`config.mk`:
```
export PLATFORM = sky130hd
export DESIGN_NAME = vga_timing_gen
export DESIGN_NICKNAME = d
export VERILOG_FILES = /design/src/rtl/vga_pkg.sv /design/src/rtl/vga_delay_line.sv /design/src/rtl/vga_timing_gen.sv
export SDC_FILE = /design/constraint.sdc
export NUM_CORES = 1
export LEC_CHECK = 0
export CORE_MARGIN = 2
export CORE_UTILIZATION = 54
export CTS_BUF_LIST = sky130_fd_sc_hd__clkbuf_8
export CTS_CLUSTER_SIZE = 16
export DETAILED_ROUTE_END_ITERATION = 16
export MAX_ROUTING_LAYER = met4
export PLACE_DENSITY = 0.88
export SLEW_MARGIN = 0
export SYNTH_ARGS = -nofsm -noshare
export SYNTH_HDL_FRONTEND = slang
export SYNTH_SLANG_ARGS = --single-unit
export TNS_END_PERCENT = 100
```
`constraint.sdc`:
```
create_clock -name clock -period 2.1 [get_ports clock]
set_input_delay 0.315 -clock clock [delete_from_list [all_inputs] [get_ports clock]]
set_output_delay 0.315 -clock clock [all_outputs]
set_load 0.02 [all_outputs]
```
`src/rtl/vga_pkg.sv`:
```
// Shared 640x480@60 raster constants and the colour type exchanged with the renderers.
package vga_pkg;
  localparam int CNT_W    = 10;
  localparam int COLOR_W  = 4;

  localparam int H_ACTIVE = 640;
  localparam int H_FP     = 16;
  localparam int H_SYNC   = 96;
  localparam int H_BP     = 48;
  localparam int H_TOTAL  = H_ACTIVE + H_FP + H_SYNC + H_BP;
  localparam int HS_START = H_ACTIVE + H_FP;
  localparam int HS_END   = HS_START + H_SYNC;

  localparam int V_ACTIVE = 480;
  localparam int V_FP     = 10;
  localparam int V_SYNC   = 2;
  localparam int V_BP     = 33;
  localparam int V_TOTAL  = V_ACTIVE + V_FP + V_SYNC + V_BP;
  localparam int VS_START = V_ACTIVE + V_FP;
  localparam int VS_END   = VS_START + V_SYNC;

  typedef struct packed {
    logic [COLOR_W-1:0] r;
    logic [COLOR_W-1:0] g;
    logic [COLOR_W-1:0] b;
  } rgb12_t;
endpackage

```
`src/rtl/vga_delay_line.sv`:
```
// WIDTH x DEPTH shift register advanced on i_en; async clear puts every stage to zero.
module vga_delay_line #(
  parameter int WIDTH = 3,
  parameter int DEPTH = 2
) (
  input  logic             i_clk,
  input  logic             i_rst_n,
  input  logic             i_en,
  input  logic [WIDTH-1:0] i_d,
  output logic [WIDTH-1:0] o_q
);
  logic [WIDTH-1:0] r_stage [DEPTH];

  always_ff @(posedge i_clk or negedge i_rst_n) begin
    if (!i_rst_n) begin
      for (int i = 0; i < DEPTH; i++) r_stage[i] <= '0;
    end else if (i_en) begin
      r_stage[0] <= i_d;
      for (int i = 1; i < DEPTH; i++) r_stage[i] <= r_stage[i-1];
    end
  end

  assign o_q = r_stage[DEPTH-1];
endmodule

```
`src/rtl/vga_timing_gen.sv`:
```
// VGA raster generator: pixel-enable divider, h/v counters, sync compares, and the
// output stage that re-times renderer colour against delayed sync and blanks it.
module vga_timing_gen #(
  parameter int CLK_DIV  = 2,
  parameter int H_ACTIVE = vga_pkg::H_ACTIVE,
  parameter int H_FP     = vga_pkg::H_FP,
  parameter int H_SYNC   = vga_pkg::H_SYNC,
  parameter int H_BP     = vga_pkg::H_BP,
  parameter int V_ACTIVE = vga_pkg::V_ACTIVE,
  parameter int V_FP     = vga_pkg::V_FP,
  parameter int V_SYNC   = vga_pkg::V_SYNC,
  parameter int V_BP     = vga_pkg::V_BP,
  parameter int PIPE_DLY = 2,
  parameter bit SYNC_POL = 1'b0
) (
  input  logic       clock,
  input  logic       reset_n,
  input  logic [3:0] red_in,
  input  logic [3:0] green_in,
  input  logic [3:0] blue_in,
  output logic [9:0] col,
  output logic [9:0] row,
  output logic       video_on,
  output logic       frame_start,
  output logic       vga_hs,
  output logic       vga_vs,
  output logic [3:0] vga_r,
  output logic [3:0] vga_g,
  output logic [3:0] vga_b
);
  import vga_pkg::*;

  localparam int DIV_W = (CLK_DIV > 1) ? $clog2(CLK_DIV) : 1;
  localparam logic [DIV_W-1:0] DIV_LAST = DIV_W'(CLK_DIV - 1);
  localparam logic [CNT_W-1:0] H_LAST   = CNT_W'(H_ACTIVE + H_FP + H_SYNC + H_BP - 1);
  localparam logic [CNT_W-1:0] V_LAST   = CNT_W'(V_ACTIVE + V_FP + V_SYNC + V_BP - 1);
  localparam logic [CNT_W-1:0] H_ACT_C  = CNT_W'(H_ACTIVE);
  localparam logic [CNT_W-1:0] V_ACT_C  = CNT_W'(V_ACTIVE);
  localparam logic [CNT_W-1:0] HS_BEG_C = CNT_W'(H_ACTIVE + H_FP);
  localparam logic [CNT_W-1:0] HS_END_C = CNT_W'(H_ACTIVE + H_FP + H_SYNC);
  localparam logic [CNT_W-1:0] VS_BEG_C = CNT_W'(V_ACTIVE + V_FP);
  localparam logic [CNT_W-1:0] VS_END_C = CNT_W'(V_ACTIVE + V_FP + V_SYNC);

  logic [DIV_W-1:0] r_div;
  logic [CNT_W-1:0] r_hcnt, r_vcnt, r_col, r_row;
  logic             r_video, r_hs, r_vs, r_frame_start;
  logic             r_hs_out, r_vs_out;
  rgb12_t           r_rgb;

  logic             w_pix_en, w_h_wrap, w_v_wrap;
  logic             w_active, w_hs, w_vs;
  logic [2:0]       w_dly;

  assign w_pix_en = (r_div == DIV_LAST);
  assign w_h_wrap = (r_hcnt == H_LAST);
  assign w_v_wrap = (r_vcnt == V_LAST);
  assign w_active = (r_hcnt < H_ACT_C) && (r_vcnt < V_ACT_C);
  assign w_hs     = (r_hcnt >= HS_BEG_C) && (r_hcnt < HS_END_C);
  assign w_vs     = (r_vcnt >= VS_BEG_C) && (r_vcnt < VS_END_C);

  always_ff @(posedge clock or negedge reset_n) begin
    if (!reset_n) r_div <= '0;
    else if (w_pix_en) r_div <= '0;
    else r_div <= r_div + DIV_W'(1);
  end

  always_ff @(posedge clock or negedge reset_n) begin
    if (!reset_n) begin
      r_hcnt <= '0;
      r_vcnt <= '0;
    end else if (w_pix_en) begin
      r_hcnt <= w_h_wrap ? '0 : r_hcnt + CNT_W'(1);
      if (w_h_wrap) r_vcnt <= w_v_wrap ? '0 : r_vcnt + CNT_W'(1);
    end
  end

  // Coordinate stage: hs/vs/video are registered here so everything downstream
  // is measured from the tick on which col/row appear.
  always_ff @(posedge clock or negedge reset_n) begin
    if (!reset_n) begin
      r_col         <= '0;
      r_row         <= '0;
      r_video       <= 1'b0;
      r_hs          <= 1'b0;
      r_vs          <= 1'b0;
      r_frame_start <= 1'b0;
    end else begin
      r_frame_start <= w_pix_en && (r_hcnt == '0) && (r_vcnt == '0);
      if (w_pix_en) begin
        r_col   <= r_hcnt;
        r_row   <= r_vcnt;
        r_video <= w_active;
        r_hs    <= w_hs;
        r_vs    <= w_vs;
      end
    end
  end

  vga_delay_line #(
    .WIDTH (3),
    .DEPTH (PIPE_DLY)
  ) u_dly (
    .i_clk   (clock),
    .i_rst_n (reset_n),
    .i_en    (w_pix_en),
    .i_d     ({r_hs, r_vs, r_video}),
    .o_q     (w_dly)
  );

  always_ff @(posedge clock or negedge reset_n) begin
    if (!reset_n) begin
      r_hs_out <= ~SYNC_POL;
      r_vs_out <= ~SYNC_POL;
      r_rgb    <= '0;
    end else if (w_pix_en) begin
      r_hs_out <= w_dly[2] ? SYNC_POL : ~SYNC_POL;
      r_vs_out <= w_dly[1] ? SYNC_POL : ~SYNC_POL;
      r_rgb    <= w_dly[0] ? {red_in, green_in, blue_in} : '0;
    end
  end

  assign col         = r_col;
  assign row         = r_row;
  assign video_on    = r_video;
  assign frame_start = r_frame_start;
  assign vga_hs      = r_hs_out;
  assign vga_vs      = r_vs_out;
  assign vga_r       = r_rgb.r;
  assign vga_g       = r_rgb.g;
  assign vga_b       = r_rgb.b;
endmodule

```
Word-level counts from Yosys, hierarchy flattened
Cells that the tools add are included.

cells by class
  reduce and logical (&&, ||, !) cells = 8
  add/sub/neg operators = 3
  order comparisons = 6
  mux-type cells = 6
  equality and inequality tests = 2

operator list
  operator                                                                 count
  10-bit by 1-bit adder with 10-bit output (second input constant)         2
  10-bit equality test (second input constant)                             2
  10-bit zero test                                                         2
  10-bit < comparator (second input constant)                              2
  10-bit by 9-bit < comparator with 1-bit output (second input constant)   2
  10-bit two-way mux                                                       2
  12-bit two-way mux                                                       1
  10-bit >= comparator (second input constant)                             1
  10-bit by 9-bit >= comparator with 1-bit output (second input constant)  1
  1-bit logical AND                                                        5
  1-bit two-way mux                                                        3
  2-bit AND reduction                                                      1
  1-bit adder (second input constant)                                      1

storage, ports and cells
  logic and storage cells = 41
  bits in registers = 65

Longest topological paths before layout
  depth after elaboration = 3
  depth in mapped cells = 7
  mapped depth without buffers = 5

By module
From an unflattened synthesis, not the netlist that was laid out.

second synthesis, totals
  cells, all modules = 262
  area, all modules = 2,874.0 um^2

modules (own cells, without submodules)
  module          cells an instance  area each (um^2)  instances
  vga_timing_gen  246                2,600.0           1
  vga_delay_line  16                 274.0             1

Least setup slack after synthesis
No wires, ideal clock.

  path kind = register to register
  start = register r_hcnt[7]
  end = register r_vcnt[9]
  arrival = 1.594 ns
  stages on the path, launching flop included = 6
  path buffers = 1
  data required time = 2.021 ns
  setup slack = 0.427 ns
  path through = dfrtp_1 > buf_6 > nor4b_4 > nand3_4 > or4_1 > mux2i_1

on the way
  cells in the longest elaborated chain, start to end = 2

RTL lines
  item                                  RTL line              text
  from (decl)                           vga_timing_gen.sv:45  logic [CNT_W-1:0] r_hcnt, r_vcnt, r_col, r_row;
  from (signal assigned)                vga_timing_gen.sv:72  r_hcnt <= w_h_wrap ? '0 : r_hcnt + CNT_W'(1);
  10-bit equality test                  vga_timing_gen.sv:55  assign w_h_wrap = (r_hcnt == H_LAST);
  2-bit AND reduction (no source line)  --
  to (signal assigned)                  vga_timing_gen.sv:73  if (w_h_wrap) r_vcnt <= w_v_wrap ? '0 : r_vcnt + CNT_W'(1);
  to (decl)                             vga_timing_gen.sv:45

Every way passes these cells.
A chain may end at the register's enable or synchronous reset.

Worst setup path after layout
  start = register r_hcnt[0]
  end = register r_vcnt[9]

The elaborated chain is that of the path after synthesis.

==> results_dict.tcl <==
set metrics [dict create \
    netlist_top_cells_count "dfrtp_1, mux2_2, o21ai_0, inv_1, nand3_1" \
    avgRoutedWirePerCell_um 15.2 \
    drive_gt1_share_pct 17.4 \
    n_antenna_cell 0 \
    setup-tns-final_ns 0 \
    cp-endpoint "r_vcnt[9]$_DFFE_PN0P_" \
    die_h_um 76.4 \
    regArea_um2 1630 \
    rsz0062_at_grt "no" \
    worst_setup_path_start_kind "flip-flop" \
    reg2reg_slack_ns 0.27 \
    syn_area_um2 2830 \
    grt_max_degree 43 \
    fin_skew_ns 0.00957 \
    grt_use_total_pct 22.0 \
    min_from "u_dly.o_q[1]$_DFFE_PN0P_" \
    clockBufferDepth 2 \
    root_buffer "clkbuf_8" \
    power.leakage_uw 0.00170 \
    setup_ws_ns 0.270 \
    hold_class "reg2reg" \
    cp.required_ns 2.37 \
    first_pass_iters 4 \
    drc 0 \
    timing.max_cap.violations 0 \
    vdd_drop_max_mv 0.503 \
    p_per_area_nw_per_um2 770 \
    multiInputGateArea_um2 1050 \
    yosys_warnings 0 \
    syn_nets 268 \
    syn_area_per_cell_um2 11.3 \
    preCtsSetupSlack_ns 0.311 \
    end_kind "flip-flop" \
    dr.first_iter.drc_count 143 \
    ff2ff_path_depth 5 \
    gp_congestion 0.873 \
    row_count 26 \
    grt_overflow 0 \
    synth_cell_types 37 \
    ioPinCount 50 \
    worst_pin_slew_ns 0.537 \
    worstPathArrival_ns 2.10 \
    yosysTopAreaCellShare_pct 55.8 \
    yosys_most_used_dff "dfrtp_1" \
    synth.most_common_cell "dfrtp_1" \
    setup_violations 0 \
    insertion_delay_ns 0.34 \
    routed_wl_um 5700 \
    r2r-start "r_hcnt[0]$_DFFE_PN0P_" \
    grt_pass1_vias 1955 \
    hold_viol_final 0 \
    clock.fmax_mhz 546 \
    relSlewSlack_pct 64.2 \
    syn2layout_area_growth_pct 29.4 \
    critPathMaxFanout 9 \
    htreeDepth 3 \
    cts.sinks 65 \
    startpoint "r_hcnt[0]$_DFFE_PN0P_" \
    synth_area_leader_cell "dfrtp_1" \
    synthCells 250 \
    synth-async-reset-ratio_pct 100 \
    cts_tree "done" \
    die_w_um 76.4 \
    period_share_pct 87.1 \
    synth_area_leaders "dfrtp_1, mux2_2, o21ai_0" \
    post_cts_buffers 0 \
    ys_seq_elements 65 \
    core_area_um2 5070 \
    dp_hpwl_um 3750 \
    synth-seq-area-share_pct 57.6 \
    numPortBuffers 49 \
    nFillCells 361 \
    numCtsBuffers 9 \
    path_clk_slew_ns 0.07 \
    regToRegEndpoint "r_vcnt[9]$_DFFE_PN0P_" \
    fin_crit_ns 1.83 \
    dieArea_um2 5830 \
    grt_pass1_wl_um 9740 \
    drv_slew 0 \
    initial_core_util_pct 55.7 \
    antenna_found_initial 0 \
    nets 318 \
    critical_path_class "reg2reg" \
    status "completed" \
    ant_nets 0 \
    synth_edf_count 0 \
    num_vias 2025 \
    routed_via_density 5.40 \
]
-- flip-flops by register name (all words and copies together), names as in the netlist --
register	flops
col	10
frame_start	1
r_div	1
r_hcnt	10
r_hs	1
r_vcnt	10
r_vs	1
row	10
u_dly.o_q	3
u_dly.r_stage	3
vga_b	4
vga_g	4
vga_hs	1
vga_r	4
vga_vs	1
video_on	1
-- worst max-delay path, stage by stage (launching register included) --
cell and delay, ns:
dfrtp_1 0.42, ha_1 0.26, and3_1 0.27, nand3_4 0.15, or4_1 0.54, mux2i_1 0.12
-- metrics by stage --
step                      utilization (%)  total power, uW  area (um2)  hold WS, ns  instances
after global routing                 72.1             2900        3660        0.451        375
after floorplan                         -             1320        2830       0.0194        250
after detailed placement             66.5             1400        3370        0.329        358
final                                72.1             2820        3660        0.417        375
after global placement               66.5             1400        3370        0.322        358
after CTS                            72.1             2840        3660        0.426        375
-- power by group --
group          switching (uW)  internal [uW]
registers                5.70           1260
logic                    54.7           51.7
clock network             471            972
-- logic make-up after synthesis --
logic type	count (synthesis)	synth area share, %
compound gates	33	6.55
xor+xnor	10	3.10
fa+ha+maj	4	1.77
buf+inv	37	5.31
flops	65	57.6
mux	28	11.0
simple gates	73	14.7
-- how the worst min path moves through the flow --
stage / end / depth (start not counted)
after global placement: col[4]$_DFFE_PN0P_ / 1
after global routing: vga_vs$_DFFE_PN1P_ / 1
final: vga_vs$_DFFE_PN1P_ / 1
after detailed placement: col[4]$_DFFE_PN0P_ / 1
after CTS: vga_vs$_DFFE_PN1P_ / 1
after floorplan: col[0]$_DFFE_PN0P_ / 0
-- timing repair --
action | in CTS | in global routing
resized for setup | 0 | 0
hold buffers | 1 | 0
hold endpoints to repair | 23 | 0
-- cell type report --
class | count | share of cell area, %
flip-flops and latches | 65 | 44.5
clock buffers | 11 | 4.14
repair buffers | 53 | 14.5
multi-input cells | 148 | 28.6
well taps | 70 | 2.39
inverters | 23 | 2.36
clock inverters | 5 | 3.42
-- per-layer routing --
layer  wire (um)  global-route usage [%]  share of wire (%)
met2        2670                    32.6                 47
met5           0                       -                  0
met1        2620                    29.4                 46
met3         280                    4.27                4.9
met4         127                    10.7                2.2
-- layout by cell type (no fill, tap or decap), types with 5 or more instances in the layout --
cell,instances
xor2_1,5
inv_1,23
mux2_2,24
xnor2_1,5
nand4_1,5
dfrtp_1,62
nor2_1,5
clkdlybuf4s50_1,48
clkbuf_8,11
o21ai_0,24
nand2_1,17
nand3_1,21
No activity file was read; power rests on OpenSTA's default activity.
